**config.mk**
```make
export PLATFORM = sky130hd
export DESIGN_NAME = pipe_hazard_ctrl
export DESIGN_NICKNAME = d
export VERILOG_FILES = /design/src/rtl/pipe_ctrl_pkg.sv /design/src/rtl/sat_cnt32.sv /design/src/rtl/pipe_hazard_ctrl.sv
export SDC_FILE = /design/constraint.sdc
export NUM_CORES = 1
export LEC_CHECK = 0
export BUFFER_PORTS_ARGS = -buffer_cell sky130_fd_sc_hd__buf_4
export CAP_MARGIN = 0
export CELL_PAD_IN_SITES_DETAIL_PLACEMENT = 1
export CELL_PAD_IN_SITES_GLOBAL_PLACEMENT = 1
export CORE_ASPECT_RATIO = 0.6
export CORE_MARGIN = 4
export CORE_UTILIZATION = 38
export CTS_BUF_LIST = sky130_fd_sc_hd__clkbuf_8
export CTS_CLUSTER_SIZE = 8
export DETAILED_ROUTE_END_ITERATION = 10
export HOLD_SLACK_MARGIN = 0.08
export PLACE_DENSITY_LB_ADDON = 0.1
export SYNTH_ARGS = -nofsm -noshare
export SYNTH_HDL_FRONTEND = slang
export SYNTH_SLANG_ARGS = --single-unit
```
**constraint.sdc**
```tcl
create_clock -name clk -period 2.6 [get_ports clk]
set_clock_uncertainty 0.2 [all_clocks]
set_input_delay 0.26 -clock clk [delete_from_list [all_inputs] [get_ports clk]]
set_output_delay 0.26 -clock clk [all_outputs]
set_load 0.01 [all_outputs]
```
**src/rtl/pipe_ctrl_pkg.sv**
```systemverilog
// pipe_ctrl_pkg: shared FSM encoding and widths for the pipeline hazard controller.
package pipe_ctrl_pkg;
  localparam int REG_IDX_W = 5;
  localparam int MDU_MAX_CYC_DEF = 32;
  typedef enum logic {RUN, MDU_WAIT} state_t;
endpackage

```
**src/rtl/sat_cnt32.sv**
```systemverilog
// sat_cnt32: 32-bit counter with synchronous clear and increment enable, saturating at all-ones.
module sat_cnt32 (
  input  logic        clk,
  input  logic        clr,
  input  logic        en,
  output logic [31:0] cnt
);
  always_ff @(posedge clk)
    cnt <= clr ? '0 : (en && cnt != '1) ? cnt + 32'd1 : cnt;
endmodule

```
**src/rtl/pipe_hazard_ctrl.sv**
```systemverilog
// pipe_hazard_ctrl: stall/flush control for memory wait, multi-cycle MDU, taken branch and load-use hazards.
module pipe_hazard_ctrl
  import pipe_ctrl_pkg::*;
#(
  parameter int MDU_MAX_CYC = MDU_MAX_CYC_DEF
) (
  input  logic                 clk,
  input  logic                 rst,
  input  logic [REG_IDX_W-1:0] id_rs,
  input  logic [REG_IDX_W-1:0] id_rt,
  input  logic                 id_use_rs,
  input  logic                 id_use_rt,
  input  logic                 ex_memread,
  input  logic                 ex_regwrite,
  input  logic [REG_IDX_W-1:0] ex_rd,
  input  logic                 ex_br_taken,
  input  logic                 ex_mdu_start,
  input  logic                 mdu_done,
  input  logic                 mem_ready,
  output logic                 pc_lock,
  output logic                 ifid_lock,
  output logic                 idex_lock,
  output logic                 exmem_lock,
  output logic                 memwb_lock,
  output logic                 ifid_flush,
  output logic                 idex_flush,
  output logic                 exmem_flush,
  output logic                 mdu_timeout,
  output logic [31:0]          stall_cnt,
  output logic [31:0]          flush_cnt
);
  state_t state;
  logic [31:0] mdu_cyc;
  logic load_use, wd_exp, mem_hold, mdu_hold, br_fl, lu_st;
  assign load_use = ex_memread && ex_regwrite && ex_rd != '0 &&
                    ((id_use_rs && id_rs == ex_rd) || (id_use_rt && id_rt == ex_rd));
  assign wd_exp   = state == MDU_WAIT && !mdu_done && mdu_cyc >= 32'(MDU_MAX_CYC);
  assign mem_hold = !rst && !mem_ready;
  // MDU stall covers both the issue cycle in RUN and every non-final cycle of MDU_WAIT
  assign mdu_hold = !rst && mem_ready &&
                    (state == MDU_WAIT ? !mdu_done && !wd_exp : ex_mdu_start && !mdu_done);
  assign br_fl    = !rst && mem_ready && state == RUN && !mdu_hold && ex_br_taken;
  assign lu_st    = !rst && mem_ready && state == RUN && !mdu_hold && !ex_br_taken && load_use;
  assign pc_lock     = mem_hold || mdu_hold || lu_st;
  assign ifid_lock   = mem_hold || mdu_hold || lu_st;
  assign idex_lock   = mem_hold || mdu_hold;
  assign exmem_lock  = mem_hold;
  assign memwb_lock  = mem_hold;
  assign ifid_flush  = br_fl;
  assign idex_flush  = br_fl || lu_st;
  assign exmem_flush = mdu_hold;
  always_ff @(posedge clk) begin
    if (rst) begin
      state       <= RUN;
      mdu_cyc     <= '0;
      mdu_timeout <= 1'b0;
    end else begin
      mdu_cyc <= (state == RUN) ? (mdu_hold ? 32'd1 : mdu_cyc)
               : ((!mem_ready || mdu_hold) && mdu_cyc != '1) ? mdu_cyc + 32'd1 : mdu_cyc;
      if (mem_ready) state <= mdu_hold ? MDU_WAIT : RUN;
      if (mem_ready && wd_exp) mdu_timeout <= 1'b1;
    end
  end
  sat_cnt32 u_stall (.clk(clk), .clr(rst), .en(pc_lock), .cnt(stall_cnt));
  sat_cnt32 u_flush (.clk(clk), .clr(rst), .en(ifid_flush || idex_flush), .cnt(flush_cnt));
endmodule

```
**Yosys cells after proc, flatten, opt, wreduce, memory -nomap -nowiden**

Cells that the tools add are included.
Widths: inputs -> output; s select.

- Register bits: 98
- Output and inout bits: 73
- Word-level logic and storage cells: 57
- Bits of input ports: 25

- Add/subtract/negate cells: 3
- Magnitude comparators: 1
- Mux-type cells: 5
- Equality and inequality tests: 6
- Reduce and logical (&&, ||, !) cells: 36
- Bitwise operators: 1

Operator list:

| cell | count |
|---|---|
| $add 32x1->32 const B | 3 |
| $mux 32 | 3 |
| $ne 32x32->1 const B | 3 |
| $ge 32x6->1 const B | 1 |
| $logic_and 1x1->1 | 21 |
| $eq 5x5->1 | 2 |
| $logic_not 1->1 | 6 |
| $logic_or 1x1->1 | 6 |
| $reduce_bool 5->1 | 1 |
| $mux 1 | 2 |
| $ne 2x1->1 const B | 1 |
| $reduce_and 2->1 | 1 |
| $reduce_bool 2->1 | 1 |
| $not 1->1 | 1 |

**Longest topological paths before layout**

- Word-level depth: 14
- Gate-level depth with buffers: 10
- Gate-level depth less buffers: 8

**By module**

From an unflattened synthesis, not the netlist that was laid out.

- Cells, all modules: 653
- Area, all modules: 5366.4 sq um

By module, submodules not included:

| module | seq. area each (sq um) | area an instance (sq um) | times used | cells each |
|---|---|---|---|---|
| sat_cnt32 | 640.6 | 1674.1 | 2 | 199 |
| pipe_hazard_ctrl | 680.7 | 2018.2 | 1 | 255 |

**Worst setup path after synthesis**

Ideal clock, no wire load.

- Path type: register to register
- Start: register state
- End: register u_flush.cnt[16]
- Library setup time: 121 ps
- Cell stages (with the launch flop): 9
- Data arrival time: 2237 ps
- Setup slack: 42 ps
- Buffers on the path: 1
- Period minus slack after synthesis: 2558 ps
- Data required time: 2279 ps
- Cell sequence: dfxtp_1 -> buf_2 -> or3b_4 -> nor4_4 -> o21ai_1 -> o21ai_2 -> nand4_1 -> nor3_1 -> mux2_2

- Longest elaborated chain between the ends: 13
- Elaborated cells on any way between the ends: 16
- Classes of those cells: mux: 1; bitwise: 1; reduce/logical: 14

Ends and longest elaborated chain:

| item | line | text |
|---|---|---|
| from (decl) | pipe_hazard_ctrl.sv:32 | `state_t state;` |
| from (signal assigned) | pipe_hazard_ctrl.sv:60 | `if (mem_ready) state <= mdu_hold ? MDU_WAIT : RUN;` |
| $logic_and 1x1->1 (2 in series) | pipe_hazard_ctrl.sv:37 | `assign wd_exp = state == MDU_WAIT && !mdu_done && mdu_cyc >= 32'(MDU_MAX_CYC);` |
| $logic_not 1->1 | pipe_hazard_ctrl.sv:41 | `(state == MDU_WAIT ? !mdu_done && !wd_exp : ex_mdu_start && !mdu_done);` |
| $logic_and 1x1->1 | pipe_hazard_ctrl.sv:41 |  |
| $mux 1 | pipe_hazard_ctrl.sv:41 |  |
| $logic_and 1x1->1 | pipe_hazard_ctrl.sv:40 | `assign mdu_hold = !rst && mem_ready &&` |
| $logic_not 1->1 | pipe_hazard_ctrl.sv:42, pipe_hazard_ctrl.sv:43 |  |
| $logic_and 1x1->1 (*) | pipe_hazard_ctrl.sv:42, pipe_hazard_ctrl.sv:43 |  |
| $logic_and 1x1->1 (2 in series) | pipe_hazard_ctrl.sv:43 | `assign lu_st = !rst && mem_ready && state == RUN && !mdu_hold && !ex_br_taken && load_use;` |
| $logic_or 1x1->1 (*) | pipe_hazard_ctrl.sv:50 | `assign idex_flush = br_fl \|\| lu_st;` |
| net idex_flush | pipe_hazard_ctrl.sv:26 | `output logic idex_flush,` |
| $logic_or 1x1->1 (*) | pipe_hazard_ctrl.sv:65 | `sat_cnt32 u_flush (.clk(clk), .clr(rst), .en(ifid_flush \|\| idex_flush), .cnt(flush_cnt));` |
| $logic_and 1x1->1 (*) | sat_cnt32.sv:9 | `cnt <= clr ? '0 : (en && cnt != '1) ? cnt + 32'd1 : cnt;` |
| to (signal assigned) | sat_cnt32.sv:9 |  |
| to (decl) | sat_cnt32.sv:6 | `output logic [31:0] cnt` |

The timed path passes the listed nets; every way through them passes the cells marked *.
A chain may end at the register's enable or synchronous reset.

**Worst setup path in the final report**

- Start: register mdu_cyc[6]
- End: register u_stall.cnt[25]

- Longest elaborated chain between the ends: 12
- Elaborated cells on any way between the ends: 13
- Classes of those cells: order compare: 1; mux: 1; reduce/logical: 11

Ends and longest elaborated chain:

| item | line | text |
|---|---|---|
| from (decl) | pipe_hazard_ctrl.sv:33 | `logic [31:0] mdu_cyc;` |
| from (signal assigned) | pipe_hazard_ctrl.sv:58 | `mdu_cyc <= (state == RUN) ? (mdu_hold ? 32'd1 : mdu_cyc)` |
| $ge 32x6->1 (*) | pipe_hazard_ctrl.sv:37 |  |
| $logic_and 1x1->1 (*) | pipe_hazard_ctrl.sv:37 |  |
| $logic_not 1->1 (*) | pipe_hazard_ctrl.sv:41 |  |
| $logic_and 1x1->1 (*) | pipe_hazard_ctrl.sv:41 |  |
| $mux 1 (*) | pipe_hazard_ctrl.sv:41 |  |
| $logic_and 1x1->1 (*) | pipe_hazard_ctrl.sv:40 |  |
| $logic_not 1->1 | pipe_hazard_ctrl.sv:43 |  |
| $logic_and 1x1->1 (3 in series) | pipe_hazard_ctrl.sv:43 |  |
| $logic_or 1x1->1 (*) | pipe_hazard_ctrl.sv:44 | `assign pc_lock = mem_hold \|\| mdu_hold \|\| lu_st;` |
| $logic_and 1x1->1 (*) | sat_cnt32.sv:9 |  |
| to (signal assigned) | sat_cnt32.sv:9 |  |
| to (decl) | sat_cnt32.sv:6 |  |

Every way passes the cells marked *; elsewhere a longest branch is shown, timed or not.

==> results.cfg <==
[placement]
place.gp.congestion = 0.915
hpwl_um = 14800
io_buffers = 97

[global_routing]
grt_first_pass_wirelength_um = 30600
overflow = 0
grt.total_usage_pct = 24.6
first_global_vias = 5632
antenna_found_initial = 0
grt_max_degree = 70

[route]
vias = 5608
antenna_left = 0
wl_per_cell_um = 20.0
dr.first_iter.drc_count = 326
drc = 0
finalWirelength_um = 19600
drt_pass1_iterations = 4
viasPerCell = 5.72

[die]
io_pins = 98
coreArea_um2 = 13100
placementRows = 32
dieArea_um2 = 15600
die_w_um = 159
initial_core_util_pct = 39.5
die_h_um = 98.3

[critical_path]
worstSetupStartpointType = flip-flop
critical_path_arrival_ps = 2640
critical_path.max_fanout = 10
cp.required_ps = 2710
critPathCaptureType = flip-flop
worst_r2r_path_depth = 8
ff2ff_setup_slack_ps = 70
critical_path_class = reg2reg

[timing]
finalSetupViolCount = 0
min_period_over_period_pct = 97.4
fin_crit_ps = 2530
rsz0062_at_grt = true
slew_headroom_pct = 45.9
tightest_slew_ps = 812
slew_viol_final = 0
finalHoldViolCount = 0
fmax_ghz = 0.395
fin_setup_tns_ps = 0
holdWs_ps = 246

[yosys]
syn_inst = 652
syn_avg_cell_area_um2 = 7.93
post-synth-top-area-cell = dfxtp_1
ys_types = 52
synth_edf_count = 0
netlist_area_um2 = 5170
yosysWarnings = 0
synth_ff_type = dfxtp_1
ys_ff_latch = 98
postSynth.asyncResetShare_pct = 0
synthTopCellsByArea = dfxtp_1 38%, xnor2_1 8.1%, nor2_1 5.7%
ys_seq_area_share_pct = 38.0
netlist.area_leader.share_pct = 38.0
syn_nets = 681

[pwr]
p_per_area_nw_per_um2 = 425
peakVddDrop_mv = 0.225
p_leak_nw = 2.63

[clock_network]
cts_root_buffer = clkbuf_8
numCtsBuffers = 9
worst_skew_pair.late_latency_ps = 380
path_clk_slew_ps = 100
cts.sinks = 98
ctsHtreeMaxLevel = 3
cts_tree = yes
clk_path_buf_depth = 2

[final_layout]
fin_nets = 835
syn_to_final_growth_pct = 35.9
antennaDiodeCount = 0
fillers = 1603
multi_input_area_um2 = 3120
register_area_um2 = 1970
drive_gt1_share_pct = 28.1

[flow_run]
cap_violations = 0

[status]
status = finished, final reports clean

[worst_hold_path]
hold_path.class = in2reg
holdPathStages = 5
==> area by class of cell <==
class	count	area share, %
clock inverters	6	1.59
inverters	23	1.23
well taps	170	3.03
multi-input cells	502	44.5
clock buffers	10	1.96
flip-flops and latches	98	28.0
repair buffers	172	19.7
==> synthesized netlist by cell type (all sizes together) (14+ instances only) <==
cell type,count
a21oi,40
buf,14
clkbuf,15
dfxtp,98
inv,23
nand2,51
nand3,44
nand4,26
nor2,79
nor3,36
nor4,21
o21ai,27
or3,22
xnor2,48
==> critical path, stage by stage, from the launching register on <==
cell     delay (ps)
dfxtp_4         370
nor4_4          280
nand2_2         110
nor4_4          330
nor3_2          110
a21o_4          250
buf_6           150
or4_1           510
a21oi_1         160
==> kinds of logic (layout without fill, tap and decap cells) <==
kind of cell / Yosys count / in the layout / synth area share [%]
buffers and inverters: 52 / 211 / 4.26
xor gates and xnor gates: 53 / 53 / 8.98
DFF: 98 / 98 / 38.0
adders and majority gates: 4 / 4 / 0.968
and+or+nand+nor: 333 / 333 / 33.7
muxes: 11 / 11 / 2.30
AOI/OAI and AO/OA: 101 / 101 / 11.8
==> path summary, 6_finish.rpt <==
kind | from | end
min reg2reg | mdu_cyc[4] | mdu_cyc[4]
max reg2reg | mdu_cyc[6] | u_stall.cnt[25]
min | mem_ready | state
max | mdu_cyc[6] | u_stall.cnt[25]
==> through the flow <==
step,utilization [%],setup slack [ps],power [mW],instances,instance area [µm²]
after floorplan,-,42.3,1.65,652,5170
after global placement,50.0,-13.7,1.76,958,6540
after detailed placement,50.0,-101,1.77,958,6540
after CTS,52.5,1.73,2.99,977,6870
after global routing,53.7,-25.7,3.09,981,7020
final,53.7,67.0,2.99,981,7020
==> cell usage in the layout (no fill, tap or decap), types with 3 or more instances in the layout <==
master	n
or4_1	11
buf_4	162
and3_1	10
or3_1	21
mux2i_1	4
nor3_2	3
mux2_2	7
nor2_1	77
nand4_1	26
nand3_1	41
nor3_1	33
bufinv_16	3
clkbuf_8	10
ha_1	4
xor2_1	5
o21a_1	4
a211oi_1	3
nor4_4	6
a21oi_2	3
o21ai_2	3
dfxtp_2	3
nand2_1	49
nand3_2	3
inv_1	23
nor2b_1	9
a21oi_1	37
xnor2_1	48
and4_1	7
buf_12	5
o31ai_1	9
a21o_1	3
o21ai_0	23
dfxtp_1	94
nor4_1	13
and2_1	7
==> layer usage <==
layer	track usage, %	part of all wire [%]	up-vias
met1	38.8	52	2809
li1	-	-	2645
met3	4.43	5.6	10
met4	3.41	0.58	0
met5	0	0	-
met2	35.3	42	144
==> registers in the layout (all words and copies together), names as in the netlist <==
signal       count
mdu_cyc         32
mdu_timeout      1
state            1
u_flush.cnt     32
u_stall.cnt     32
==> report_power, final <==
part	switching [mW]	internal, mW	total (mW)
Sequential	0.00470	1.50	1.51
Clock	0.567	0.667	1.23
Combinational	0.136	0.107	0.243
Total	0.708	2.28	2.99
==> timing repair <==
item	CTS	global route
gates cloned	0	1
hold buffers	2	0
setup buffers	1	3
resized for setup	10	27
pin swaps	3	12
endpoints found under the hold margin	1	0
endpoints found under the setup margin	16	36
(Power assumes the default switching activity.)
